## src/rtl/puf_eval_ctrl.sv

```systemverilog
// Ring-oscillator PUF evaluation sequencer: per response bit it clears, settles, gates and compares two counters.
// Optional macro PUF_MARGIN_EN adds per-bit unstable flags when |count_a-count_b| < MARGIN.
module puf_eval_ctrl #(
    parameter int NBITS         = 8,
    parameter int SETTLE_CYCLES = 4,
    parameter int WINDOW_CYCLES = 1024,
    parameter int MARGIN        = 16
) (
    input  logic        clk,
    input  logic        rst_n,
    input  logic        start,
    input  logic [7:0]  challenge,
    input  logic [15:0] count_a,
    input  logic [15:0] count_b,
    output logic        ro_en,
    output logic        cnt_clr,
    output logic        cnt_gate,
    output logic [3:0]  sel_a,
    output logic [3:0]  sel_b,
    output logic        busy,
    output logic        done,
    output logic [15:0] resp,
    output logic [15:0] unstable
);

    typedef enum logic [2:0] {
        IDLE,
        CLEAR,
        SETTLE,
        MEASURE,
        HOLD,
        COMPARE,
        DONE
    } state_t;

    state_t      state_q, state_d;
    logic [3:0]  k_q, k_d;
    logic [7:0]  chal_q, chal_d;
    logic [15:0] cnt_q, cnt_d;
    logic [15:0] resp_q, resp_d;
    logic [3:0]  sel_a_raw;
    logic [3:0]  sel_b_raw;

    always_ff @(posedge clk or posedge rst_n) begin
        if (rst_n) begin
            state_q <= IDLE;
            k_q     <= '0;
            chal_q  <= '0;
            cnt_q   <= '0;
            resp_q  <= '0;
        end else begin
            state_q <= state_d;
            k_q     <= k_d;
            chal_q  <= chal_d;
            cnt_q   <= cnt_d;
            resp_q  <= resp_d;
        end
    end

    always_comb begin
        state_d = state_q;
        k_d     = k_q;
        chal_d  = chal_q;
        cnt_d   = cnt_q;
        resp_d  = resp_q;
        case (state_q)
            IDLE: begin
                if (start) begin
                    chal_d  = challenge;
                    k_d     = '0;
                    resp_d  = '0;
                    cnt_d   = '0;
                    state_d = CLEAR;
                end
            end
            CLEAR: begin
                cnt_d   = '0;
                state_d = SETTLE;
            end
            SETTLE: begin
                if (cnt_q == 16'(SETTLE_CYCLES - 1)) begin
                    cnt_d   = '0;
                    state_d = MEASURE;
                end else begin
                    cnt_d = cnt_q + 16'd1;
                end
            end
            MEASURE: begin
                if (cnt_q == 16'(WINDOW_CYCLES - 1)) begin
                    cnt_d   = '0;
                    state_d = HOLD;
                end else begin
                    cnt_d = cnt_q + 16'd1;
                end
            end
            HOLD: begin
                // Two cycles lets the counter synchronisers catch up after the gate closes.
                if (cnt_q == 16'd1) begin
                    cnt_d   = '0;
                    state_d = COMPARE;
                end else begin
                    cnt_d = cnt_q + 16'd1;
                end
            end
            COMPARE: begin
                resp_d[k_q] = (count_a > count_b);
                if (k_q == 4'(NBITS - 1)) begin
                    state_d = DONE;
                end else begin
                    k_d     = k_q + 4'd1;
                    state_d = CLEAR;
                end
            end
            DONE: begin
                state_d = IDLE;
            end
            default: begin
                state_d = IDLE;
            end
        endcase
    end

    // A colliding B select is nudged to the next oscillator so the pair is never the same ring.
    assign sel_a_raw = chal_q[3:0] + k_q;
    always_comb begin
        sel_b_raw = chal_q[7:4] + k_q;
        if (sel_b_raw == sel_a_raw) begin
            sel_b_raw = sel_a_raw + 4'd1;
        end
    end

    assign busy     = (state_q != IDLE);
    assign done     = (state_q == DONE);
    assign cnt_clr  = (state_q == CLEAR);
    assign cnt_gate = (state_q == MEASURE);
    assign ro_en    = (state_q == SETTLE) || (state_q == MEASURE);
    assign sel_a    = busy ? sel_a_raw : 4'd0;
    assign sel_b    = busy ? sel_b_raw : 4'd0;
    assign resp     = resp_q;

`ifdef PUF_MARGIN_EN
    logic [15:0] unstable_q, unstable_d;
    logic [16:0] diff;

    assign diff = (count_a >= count_b) ? ({1'b0, count_a} - {1'b0, count_b})
                                       : ({1'b0, count_b} - {1'b0, count_a});

    always_comb begin
        unstable_d = unstable_q;
        if (state_q == IDLE && start) begin
            unstable_d = '0;
        end else if (state_q == COMPARE) begin
            unstable_d[k_q] = (diff < 17'(MARGIN));
        end
    end

    always_ff @(posedge clk or posedge rst_n) begin
        if (rst_n) begin
            unstable_q <= '0;
        end else begin
            unstable_q <= unstable_d;
        end
    end

    assign unstable = unstable_q;
`else
    assign unstable = '0;
`endif

endmodule

```

## config.mk

```make
export PLATFORM = sky130hd
export DESIGN_NAME = puf_eval_ctrl
export DESIGN_NICKNAME = d
export VERILOG_FILES = /design/src/rtl/puf_eval_ctrl.sv
export SDC_FILE = /design/constraint.sdc
export NUM_CORES = 1
export LEC_CHECK = 0
export ABC_AREA = 1
export CAP_MARGIN = 40
export CORE_MARGIN = 4
export CORE_UTILIZATION = 45
export CTS_BUF_LIST = sky130_fd_sc_hd__clkbuf_8
export CTS_CLUSTER_SIZE = 30
export DETAILED_ROUTE_END_ITERATION = 10
export GPL_ROUTABILITY_DRIVEN = 0
export PLACE_DENSITY = 0.8
export SYNTH_ARGS = -nofsm -noshare
export SYNTH_HDL_FRONTEND = slang
export SYNTH_SLANG_ARGS = --single-unit
```

## constraint.sdc

```tcl
create_clock -name clk -period 6.6 [get_ports clk]
set_input_delay 0.66 -clock clk [delete_from_list [all_inputs] [get_ports clk]]
set_output_delay 0.66 -clock clk [all_outputs]
set_load 0.1 [all_outputs]
```

After elaboration in Yosys (flattened, before gate mapping)
Index checks and enable logic that the tools add are counted.

Output and inout bits: 45. Register bits: 47.

Reductions and logical operators: 11. Equality and inequality tests: 16. $lt $le $gt $ge: 3. Mux-type cells: 21. $add $sub $neg: 5.

Operators by type and width (count): $pmux 16 s5 (1); $mux 16 (4); $pmux 16 s2 (1); $mux 4 (5); $pmux 3 s6 (1); $add 16x1->16 const B (1); $bwmux 16 (1); $eq 16x1->1 const B (1); $eq 16x10->1 const B (1); $eq 16x2->1 const B (1); $gt 16x16->1 (1); $mux 3 (5); $eq 3x3->1 const B (3); $add 4x1->4 const B (2); $add 4x4->4 (2); $ne 2x2->1 const B (4); $pmux 4 s2 (1); $eq 3x2->1 const B (2); $reduce_and 2->1 (3); $lt 4x5->1 const B (1); $reduce_bool 5->1 (1); $demux 1 s4 (1); $eq 4x3->1 const B (1); $eq 4x4->1 (1); 11 further kinds (11).

Logic depth before layout (Yosys ltp)
Gate-level depths: netlist of the first run.

Word-level depth: 6. Mapped depth: 13. Mapped depth without buffers: 12.

Worst setup path after synthesis of the first run
Ideal clock, no wire load.

Path type: register to output. From: reg k_q[0]. To: out sel_b[0]. Cell stages (with the launch flop): 11. Path buffers: 0. Arrival time: 3098 ps. Setup slack: 2842 ps. Cells stage by stage: dfrtp_1 > ha_1 > fa_1 > inv_1 > nand2_1 > nand3_1 > nor2_1 > nand3_1 > nand2_1 > inv_1 > nor2_1.

Cells in the longest elaborated chain, start to end: 4.

Ends and longest elaborated chain: from (decl) (RTL line 37) `logic [3:0] k_q, k_d;`; from (signal assigned) (RTL line 53) `k_q <= k_d;`; $add 4x4->4, on equally long branches (RTL line 124, 126); $add 4x1->4 / $eq 4x4->1 (equally long branches) (RTL line 128, 127); $mux 4 (*) (RTL line 127) `if (sel_b_raw == sel_a_raw) begin`; $mux 4 (*) (RTL line 138) `assign sel_b = busy ? sel_b_raw : 4'd0;`; to (decl) (RTL line 19) `output logic [3:0] sel_b,`.

Every way passes the cells marked *; elsewhere a longest branch is shown, timed or not.

Worst setup path in the final report of the first run
From: reg k_q[0]. To: out sel_b[1].

Same word-level chain as after synthesis.

==> impl_metrics.prom, run 1 <==
# TYPE chip_impl_metric gauge
chip_impl_info{name="tritoncts_clock_tree",value="yes"} 1
chip_impl_metric{name="synth.avg_cell_area",unit="µm²"} 7.06
chip_impl_metric{name="dp_hpwl",unit="µm"} 8040
chip_impl_metric{name="placement_rows",unit=""} 32
chip_impl_info{name="endpoint_kind",value="output port"} 1
chip_impl_info{name="status",value="finished clean"} 1
chip_impl_metric{name="post-route-drc-count",unit=""} 0
chip_impl_metric{name="clk_latency",unit="ns"} 0.30
chip_impl_info{name="worstHoldPathType",value="reg -> reg"} 1
chip_impl_metric{name="num_io_pins",unit=""} 88
chip_impl_metric{name="filler_cell_count",unit=""} 635
chip_impl_metric{name="grt.total_usage",unit=""} 0.207
chip_impl_metric{name="floorplan.initialDensity",unit=""} 0.474
chip_impl_metric{name="port-buffer-count",unit=""} 71
chip_impl_metric{name="grt_remaining_overflow",unit=""} 0
chip_impl_metric{name="dr.first_iter.drc_count",unit=""} 268
chip_impl_metric{name="worst-path-max-fanout",unit=""} 7
chip_impl_metric{name="total_leakage_power",unit="nW"} 2.64
chip_impl_metric{name="timing.critical_path.required",unit="ns"} 5.94
chip_impl_metric{name="detail_route.first_pass.iterations",unit=""} 6
chip_impl_metric{name="max_cap_viols",unit=""} 0
chip_impl_metric{name="critical_path.max_stage_delay",unit="ns"} 0.56
chip_impl_metric{name="synth_seq_cells",unit=""} 47
chip_impl_metric{name="area.growth.synth_to_final",unit="%"} 37.8
chip_impl_metric{name="clock_path_buffers",unit=""} 2
chip_impl_info{name="timing.setup.critical_path_class",value="reg -> out"} 1
chip_impl_metric{name="power_per_cell_area",unit="nW/µm²"} 115
chip_impl_metric{name="grt_pass1_wl",unit="µm"} 16800
chip_impl_metric{name="core_area",unit="µm²"} 7890
chip_impl_metric{name="cts_num_sinks",unit=""} 47
chip_impl_metric{name="antenna_cells_inserted",unit=""} 0
chip_impl_info{name="cp_slowest_cell",value="sky130_fd_sc_hd__fa_1"} 1
chip_impl_metric{name="number_of_nets_in_the_layout",unit=""} 705
chip_impl_metric{name="routed-via-count",unit=""} 3791
chip_impl_metric{name="yosysWarnings",unit=""} 0
chip_impl_metric{name="worst-slew-pin-transition",unit="ns"} 0.726
chip_impl_metric{name="final.setup.tns",unit="ns"} 0
chip_impl_metric{name="slew_headroom",unit=""} 0.514
chip_impl_metric{name="antenna_found_initial",unit=""} 0
chip_impl_metric{name="cp_data_arrival_time",unit="ns"} 3.20
chip_impl_metric{name="floorplan.die_area",unit="µm²"} 9820
chip_impl_metric{name="detail-route-antenna-nets",unit=""} 0
chip_impl_metric{name="vdd_drop_max",unit="µV"} 92.4
chip_impl_metric{name="grt_max_degree",unit=""} 33
chip_impl_metric{name="cts.reportedPaths.clkPinSlew",unit="ns"} 0.09
chip_impl_metric{name="max_freq",unit="MHz"} 259
chip_impl_metric{name="finalMaxSlewViolations",unit=""} 0
chip_impl_metric{name="synth.yosys.seq_area_share",unit=""} 0.315
chip_impl_metric{name="viasPerCell",unit=""} 5.16
chip_impl_metric{name="syn_area",unit="µm²"} 3740
chip_impl_metric{name="cts_repair_resized_insts",unit=""} 0
chip_impl_info{name="kind_of_cell_adding_the_most_delay_to_the_critical_path",value="buffers and inverters"} 1
chip_impl_metric{name="setup_violating_endpoint_count_in_the_final_report",unit=""} 0
chip_impl_metric{name="die_h",unit="µm"} 99.1
chip_impl_metric{name="syn_inst",unit=""} 529
chip_impl_info{name="root_buffer",value="sky130_fd_sc_hd__clkbuf_8"} 1
chip_impl_metric{name="finalWorstPathRequiredPeriod",unit="ns"} 3.86
chip_impl_metric{name="cts_setup_buffers",unit=""} 0
chip_impl_info{name="path_cells",value="ha_1, fa_1, inv_1, nand2_1, nand3_1, nor2_1, nand3_1, nand2_1, inv_1, nor2_1, clkdlybuf4s50_1, buf_8"} 1
chip_impl_metric{name="die-width",unit="µm"} 99.1
chip_impl_metric{name="fin_worst_hold_slack",unit="ns"} 0.527
chip_impl_metric{name="yosysUniqueCellTypes",unit=""} 32
chip_impl_metric{name="cts-hold-fix-buffers",unit=""} 0
chip_impl_metric{name="routed_wire_length_per_instance",unit="µm"} 13.6
chip_impl_metric{name="final_layout_size_suffix_gt1_frac",unit=""} 0.0981
chip_impl_info{name="rsz0062_at_grt",value="false"} 1
chip_impl_metric{name="cts.htree.levels",unit=""} 2
chip_impl_metric{name="drt-total-wl",unit="µm"} 9980
chip_impl_metric{name="final.setup_skew",unit="ns"} 0.00626
chip_impl_info{name="crit_path_start_kind",value="flop"} 1
chip_impl_metric{name="final_hold_viol_count",unit=""} 0
chip_impl_metric{name="period_share",unit=""} 0.584
chip_impl_metric{name="cts_buffers",unit=""} 5
chip_impl_metric{name="path_buf_inv",unit=""} 4
chip_impl_metric{name="grt_pass1_vias",unit=""} 3769
-- synthesized netlist by cell type (all sizes together) --
cell / count / area (µm²)
nand2: 143 / 542
nor2: 76 / 308
inv: 72 / 273
nand3: 52 / 265
dfrtp: 47 / 1180
ha: 29 / 363
o211ai: 21 / 158
buf: 20 / 145
a21oi: 14 / 70.1
o21ai: 12 / 71.3
nand4: 9 / 56.3
xor2: 8 / 70.1
mux2: 6 / 67.6
nor3: 6 / 52.6
clkbuf: 2 / 7.51
fa: 2 / 40.0
o21a: 2 / 15.0
or2: 2 / 12.5
xnor2: 2 / 17.5
a21boi: 1 / 7.51
conb: 1 / 3.75
nand3b: 1 / 7.51
o21bai: 1 / 7.51
-- where the power goes --
group	total (mW)	internal [mW]	switching [mW]
Sequential	0.289	0.288	0.000488
Clock	0.190	0.0942	0.0960
Combinational	0.113	0.0390	0.0739
Total	0.592	0.422	0.170
-- per-stage QoR --
| stage | area (µm²) | util | total power, mW | setup slack, ns | std cells |
|---|---|---|---|---|---|
| after floorplan | 3790 | - | 0.373 | 2.84 | 544 |
| after global placement | 4480 | 0.568 | 0.397 | 2.79 | 695 |
| after detailed placement | 5050 | 0.640 | 0.408 | 3.06 | 726 |
| after CTS | 5150 | 0.653 | 0.600 | 2.73 | 734 |
| after global routing | 5150 | 0.653 | 0.618 | 2.52 | 734 |
| final | 5150 | 0.653 | 0.592 | 2.74 | 734 |
-- worst reg2reg max path, cell delays in order, from the launching register on --
cell and delay, ns:
sky130_fd_sc_hd__dfrtp_1 0.49, sky130_fd_sc_hd__inv_2 0.13, sky130_fd_sc_hd__nand2_1 0.09, sky130_fd_sc_hd__nor2_4 0.18, sky130_fd_sc_hd__nand2_1 0.31, sky130_fd_sc_hd__buf_16 0.27
sky130_fd_sc_hd__nand2_1 0.15, sky130_fd_sc_hd__nand3_1 0.11, sky130_fd_sc_hd__nand2_1 0.09, sky130_fd_sc_hd__nor2_1 0.04
-- sequential cells by signal, indices dropped and copies added, names as in the netlist --
name,flops
k_q,4
resp,16
cnt_q,16
state_q,3
chal_q,8
-- final timing paths --
check | from | to | cells past startpoint | slack (ns)
hold reg to reg | chal_q[4] | chal_q[4] | 1 | 0.53
setup reg to reg | state_q[1] | k_q[3] | 9 | 4.62
min in group asynchronous | rst_n | resp[0] | 2 | 0.65
max in group asynchronous | rst_n | resp[12] | 3 | 5.46
setup / recovery | k_q[0] | sel_b[1] | 12 | 2.74
hold / removal | chal_q[4] | chal_q[4] | 1 | 0.53
-- per-layer routing --
metal,up-vias,part of all wire,GRT usage
li1,1872,-,-
met1,1748,0.42,0.253
met2,141,0.50,0.368
met3,30,0.050,0.0252
met4,0,0.030,0.0840
met5,-,0,0
-- kinds of logic (layout without fill, tap and decap cells) --
| family | count (synthesis) | in the layout | share of synthesized area |
|---|---|---|---|
| simple gates | 289 | 289 | 0.333 |
| flops | 47 | 47 | 0.315 |
| compound gates | 51 | 51 | 0.0881 |
| fa+ha+maj | 31 | 31 | 0.108 |
| xor+xnor | 10 | 10 | 0.0234 |
| mux | 6 | 6 | 0.0181 |
| buf+inv | 94 | 182 | 0.114 |
| other cells | 1 | 16 | 0.00100 |
-- final cells by class --
type | instances | area [µm²] | share of cell area
multi-input cells | 403 | 2190 | 0.426
repair buffers | 102 | 1280 | 0.249
flip-flops and latches | 47 | 1180 | 0.228
inverters | 72 | 273 | 0.0530
well taps | 102 | 128 | 0.0248
clock buffers | 7 | 96.3 | 0.0187
clock inverters | 1 | 3.75 | 0.000729
-- cell usage in the layout (no fill, tap or decap), types with 14 or more instances in the layout --
| cell | n |
|---|---|
| sky130_fd_sc_hd__buf_8 | 22 |
| sky130_fd_sc_hd__a21oi_1 | 14 |
| sky130_fd_sc_hd__conb_1 | 16 |
| sky130_fd_sc_hd__nand2_1 | 141 |
| sky130_fd_sc_hd__nand3_1 | 51 |
| sky130_fd_sc_hd__o211ai_1 | 21 |
| sky130_fd_sc_hd__clkdlybuf4s50_1 | 71 |
| sky130_fd_sc_hd__nor2_1 | 71 |
| sky130_fd_sc_hd__ha_1 | 29 |
| sky130_fd_sc_hd__inv_1 | 68 |
| sky130_fd_sc_hd__dfrtp_1 | 47 |
Power figures use the tool's default switching activity.
==> inputs of run 2 (changes only) <==
--- a/config.mk
+++ b/config.mk
@@ -13,7 +13,7 @@
 export CTS_CLUSTER_SIZE = 30
 export DETAILED_ROUTE_END_ITERATION = 10
 export GPL_ROUTABILITY_DRIVEN = 0
-export PLACE_DENSITY = 0.8
+export PLACE_DENSITY = 0.83
 export SYNTH_ARGS = -nofsm -noshare
 export SYNTH_HDL_FRONTEND = slang
 export SYNTH_SLANG_ARGS = --single-unit
==> constraint.sdc (replaced) <==
create_clock -name clk -period 3.45 [get_ports clk]
set_input_delay 0.345 -clock clk [delete_from_list [all_inputs] [get_ports clk]]
set_output_delay 0.345 -clock clk [all_outputs]
set_load 0.1 [all_outputs]
==> run 2 against run 1 <==
  * Critical path depth down 1
  * Register-to-register slack worse by 3.2 ns
  * Non-clock buffer count down 13
  * Hold slack worse by 0.18 ns
  * Final cell count down 1.8%
  * Sequential share of layout area up 0.85 points
  * Highest routed layer unchanged
==> impl_metrics.prom, run 2 (same netlist as run 1, synthesis figures left out) <==
# TYPE chip_impl_metric gauge
chip_impl_info{name="status",value="finished clean"} 1
chip_impl_metric{name="die_h",unit="µm"} 99.1
chip_impl_metric{name="finalMaxSlewViolations",unit=""} 0
chip_impl_metric{name="total_power",unit="mW"} 1.13
chip_impl_metric{name="core_area",unit="µm²"} 7890
chip_impl_metric{name="setup_violating_endpoint_count_in_the_final_report",unit=""} 0
chip_impl_metric{name="post_placement_cell_area",unit="µm²"} 4860
chip_impl_info{name="most_frequent_cells_in_the_layout",value="sky130_fd_sc_hd__nand2_1, sky130_fd_sc_hd__nor2_1, sky130_fd_sc_hd__inv_1, sky130_fd_sc_hd__clkdlybuf4s50_1, sky130_fd_sc_hd__nand3_1"} 1
chip_impl_metric{name="layout_setup_ws",unit="ns"} 0.344
chip_impl_metric{name="dr.first_iter.drc_count",unit=""} 264
chip_impl_metric{name="cts_repair_resized_insts",unit=""} 0
chip_impl_metric{name="cts_setup_buffers",unit=""} 0
chip_impl_metric{name="clock_path_buffers",unit=""} 2
chip_impl_metric{name="floorplan.die_area",unit="µm²"} 9820
chip_impl_metric{name="cts.htree.levels",unit=""} 2
chip_impl_metric{name="area.growth.synth_to_final",unit="%"} 32.9
chip_impl_metric{name="final_hold_viol_count",unit=""} 0
chip_impl_metric{name="num_io_pins",unit=""} 88
chip_impl_metric{name="grt_pass1_wl",unit="µm"} 16400
chip_impl_metric{name="placement_rows",unit=""} 32
chip_impl_metric{name="cts-hold-fix-buffers",unit=""} 0
chip_impl_metric{name="dp_hpwl",unit="µm"} 7730
chip_impl_info{name="timing.setup.critical_path_class",value="reg -> out"} 1
chip_impl_metric{name="routed-via-count",unit=""} 3745
chip_impl_info{name="endpoint_kind",value="output port"} 1
chip_impl_metric{name="floorplan.initialDensity",unit=""} 0.474
chip_impl_metric{name="finalWorstPathRequiredPeriod",unit="ns"} 3.11
chip_impl_metric{name="cts.reportedPaths.clkPinSlew",unit="ns"} 0.09
chip_impl_metric{name="design_area",unit="µm²"} 4960
chip_impl_metric{name="preCtsSetupSlack",unit="ns"} 0.684
chip_impl_metric{name="routed_wire_length_per_instance",unit="µm"} 13.6
chip_impl_info{name="tritoncts_clock_tree",value="yes"} 1
chip_impl_metric{name="drt-total-wl",unit="µm"} 9770
chip_impl_metric{name="antenna_found_initial",unit=""} 0
chip_impl_info{name="layout.cells.most_common",value="sky130_fd_sc_hd__nand2_1"} 1
chip_impl_metric{name="die-width",unit="µm"} 99.1
chip_impl_metric{name="number_of_nets_in_the_layout",unit=""} 692
chip_impl_metric{name="cts_num_sinks",unit=""} 47
chip_impl_metric{name="max_freq",unit="MHz"} 322
chip_impl_metric{name="grt_max_degree",unit=""} 32
chip_impl_metric{name="detail-route-antenna-nets",unit=""} 0
chip_impl_metric{name="antenna_cells_inserted",unit=""} 0
chip_impl_info{name="rsz0062_at_grt",value="false"} 1
chip_impl_metric{name="slew_headroom",unit=""} 0.508
chip_impl_metric{name="final.setup_skew",unit="ns"} 0.00999
chip_impl_info{name="crit_path_start_kind",value="flop"} 1
chip_impl_metric{name="grt.total_usage",unit=""} 0.198
chip_impl_metric{name="post-route-drc-count",unit=""} 0
chip_impl_metric{name="detail_route.first_pass.iterations",unit=""} 6
chip_impl_info{name="root_buffer",value="sky130_fd_sc_hd__clkbuf_8"} 1
chip_impl_metric{name="layout.core_utilization",unit=""} 0.629
chip_impl_metric{name="total_leakage_power",unit="nW"} 2.57
chip_impl_metric{name="power_per_cell_area",unit="nW/µm²"} 228
chip_impl_metric{name="worst-path-max-fanout",unit=""} 7
chip_impl_metric{name="clk_latency",unit="ns"} 0.29
chip_impl_metric{name="cts_buffers",unit=""} 5
chip_impl_metric{name="port-buffer-count",unit=""} 71
chip_impl_metric{name="final.setup.tns",unit="ns"} 0
chip_impl_metric{name="grt_pass1_vias",unit=""} 3671
chip_impl_metric{name="timing.critical_path.required",unit="ns"} 3.11
chip_impl_metric{name="grt_remaining_overflow",unit=""} 0
chip_impl_info{name="worstHoldPathType",value="in -> async"} 1
chip_impl_metric{name="worst-slew-pin-transition",unit="ns"} 0.736
chip_impl_metric{name="cp_data_arrival_time",unit="ns"} 2.76
chip_impl_metric{name="viasPerCell",unit=""} 5.19
chip_impl_metric{name="period_share",unit=""} 0.900
chip_impl_metric{name="final_layout_size_suffix_gt1_frac",unit=""} 0.100
chip_impl_metric{name="vdd_drop_max",unit="µV"} 167
chip_impl_metric{name="max_cap_viols",unit=""} 0
==> run 2: path summary, 6_finish.rpt <==
check	start	to	slack, ns	cells past startpoint
min	rst_n	resp[2]	0.35	2
max reg2reg	state_q[1]	k_q[3]	1.41	9
min in group clk	chal_q[0]	chal_q[0]	0.52	1
max	k_q[0]	sel_b[1]	0.34	11
max in group asynchronous	rst_n	cnt_q[14]	2.60	3
min reg2reg	chal_q[0]	chal_q[0]	0.52	1
==> run 2: metrics by stage <==
stage	cells	hold WS (ns)
5_1_grt	721	0.373
3_3_place_gp	696	0.497
2_1_floorplan	544	0.484
6_report	721	0.350
3_5_place_dp	713	0.506
4_1_cts	721	0.374
==> run 2: cell type report <==
type | instances | area [µm²]
fillers | 650 | 2920
multi-input cells | 403 | 2190
flip-flops and latches | 47 | 1180
repair buffers | 89 | 1100
inverters | 72 | 273
well taps | 102 | 128
clock buffers | 7 | 96.3
clock inverters | 1 | 3.75
==> run 2: where the power goes <==
group	switching [mW]	internal, mW	total, mW
sequential	0.000805	0.552	0.553
clock	0.183	0.180	0.363
combinational	0.142	0.0744	0.217
total	0.326	0.806	1.13
==> run 2: critical path, cell delays in order, from the launching register on <==
cell and delay [ns]:
sky130_fd_sc_hd__dfrtp_1 0.47, sky130_fd_sc_hd__ha_1 0.27, sky130_fd_sc_hd__fa_1 0.56, sky130_fd_sc_hd__inv_1 0.07, sky130_fd_sc_hd__nand2_1 0.06, sky130_fd_sc_hd__nand3_1 0.09
sky130_fd_sc_hd__nor2_1 0.23, sky130_fd_sc_hd__nand3_1 0.18, sky130_fd_sc_hd__nand2_1 0.10, sky130_fd_sc_hd__inv_1 0.04, sky130_fd_sc_hd__nor2_1 0.19, sky130_fd_sc_hd__buf_12 0.21
==> run 2: layer usage <==
layer	up-vias	routed length, µm	global-route usage
met5	-	0	0
met4	0	215	0.0578
met3	26	543	0.0295
met2	138	4780	0.348
met1	1732	4240	0.251
li1	1849	-	-
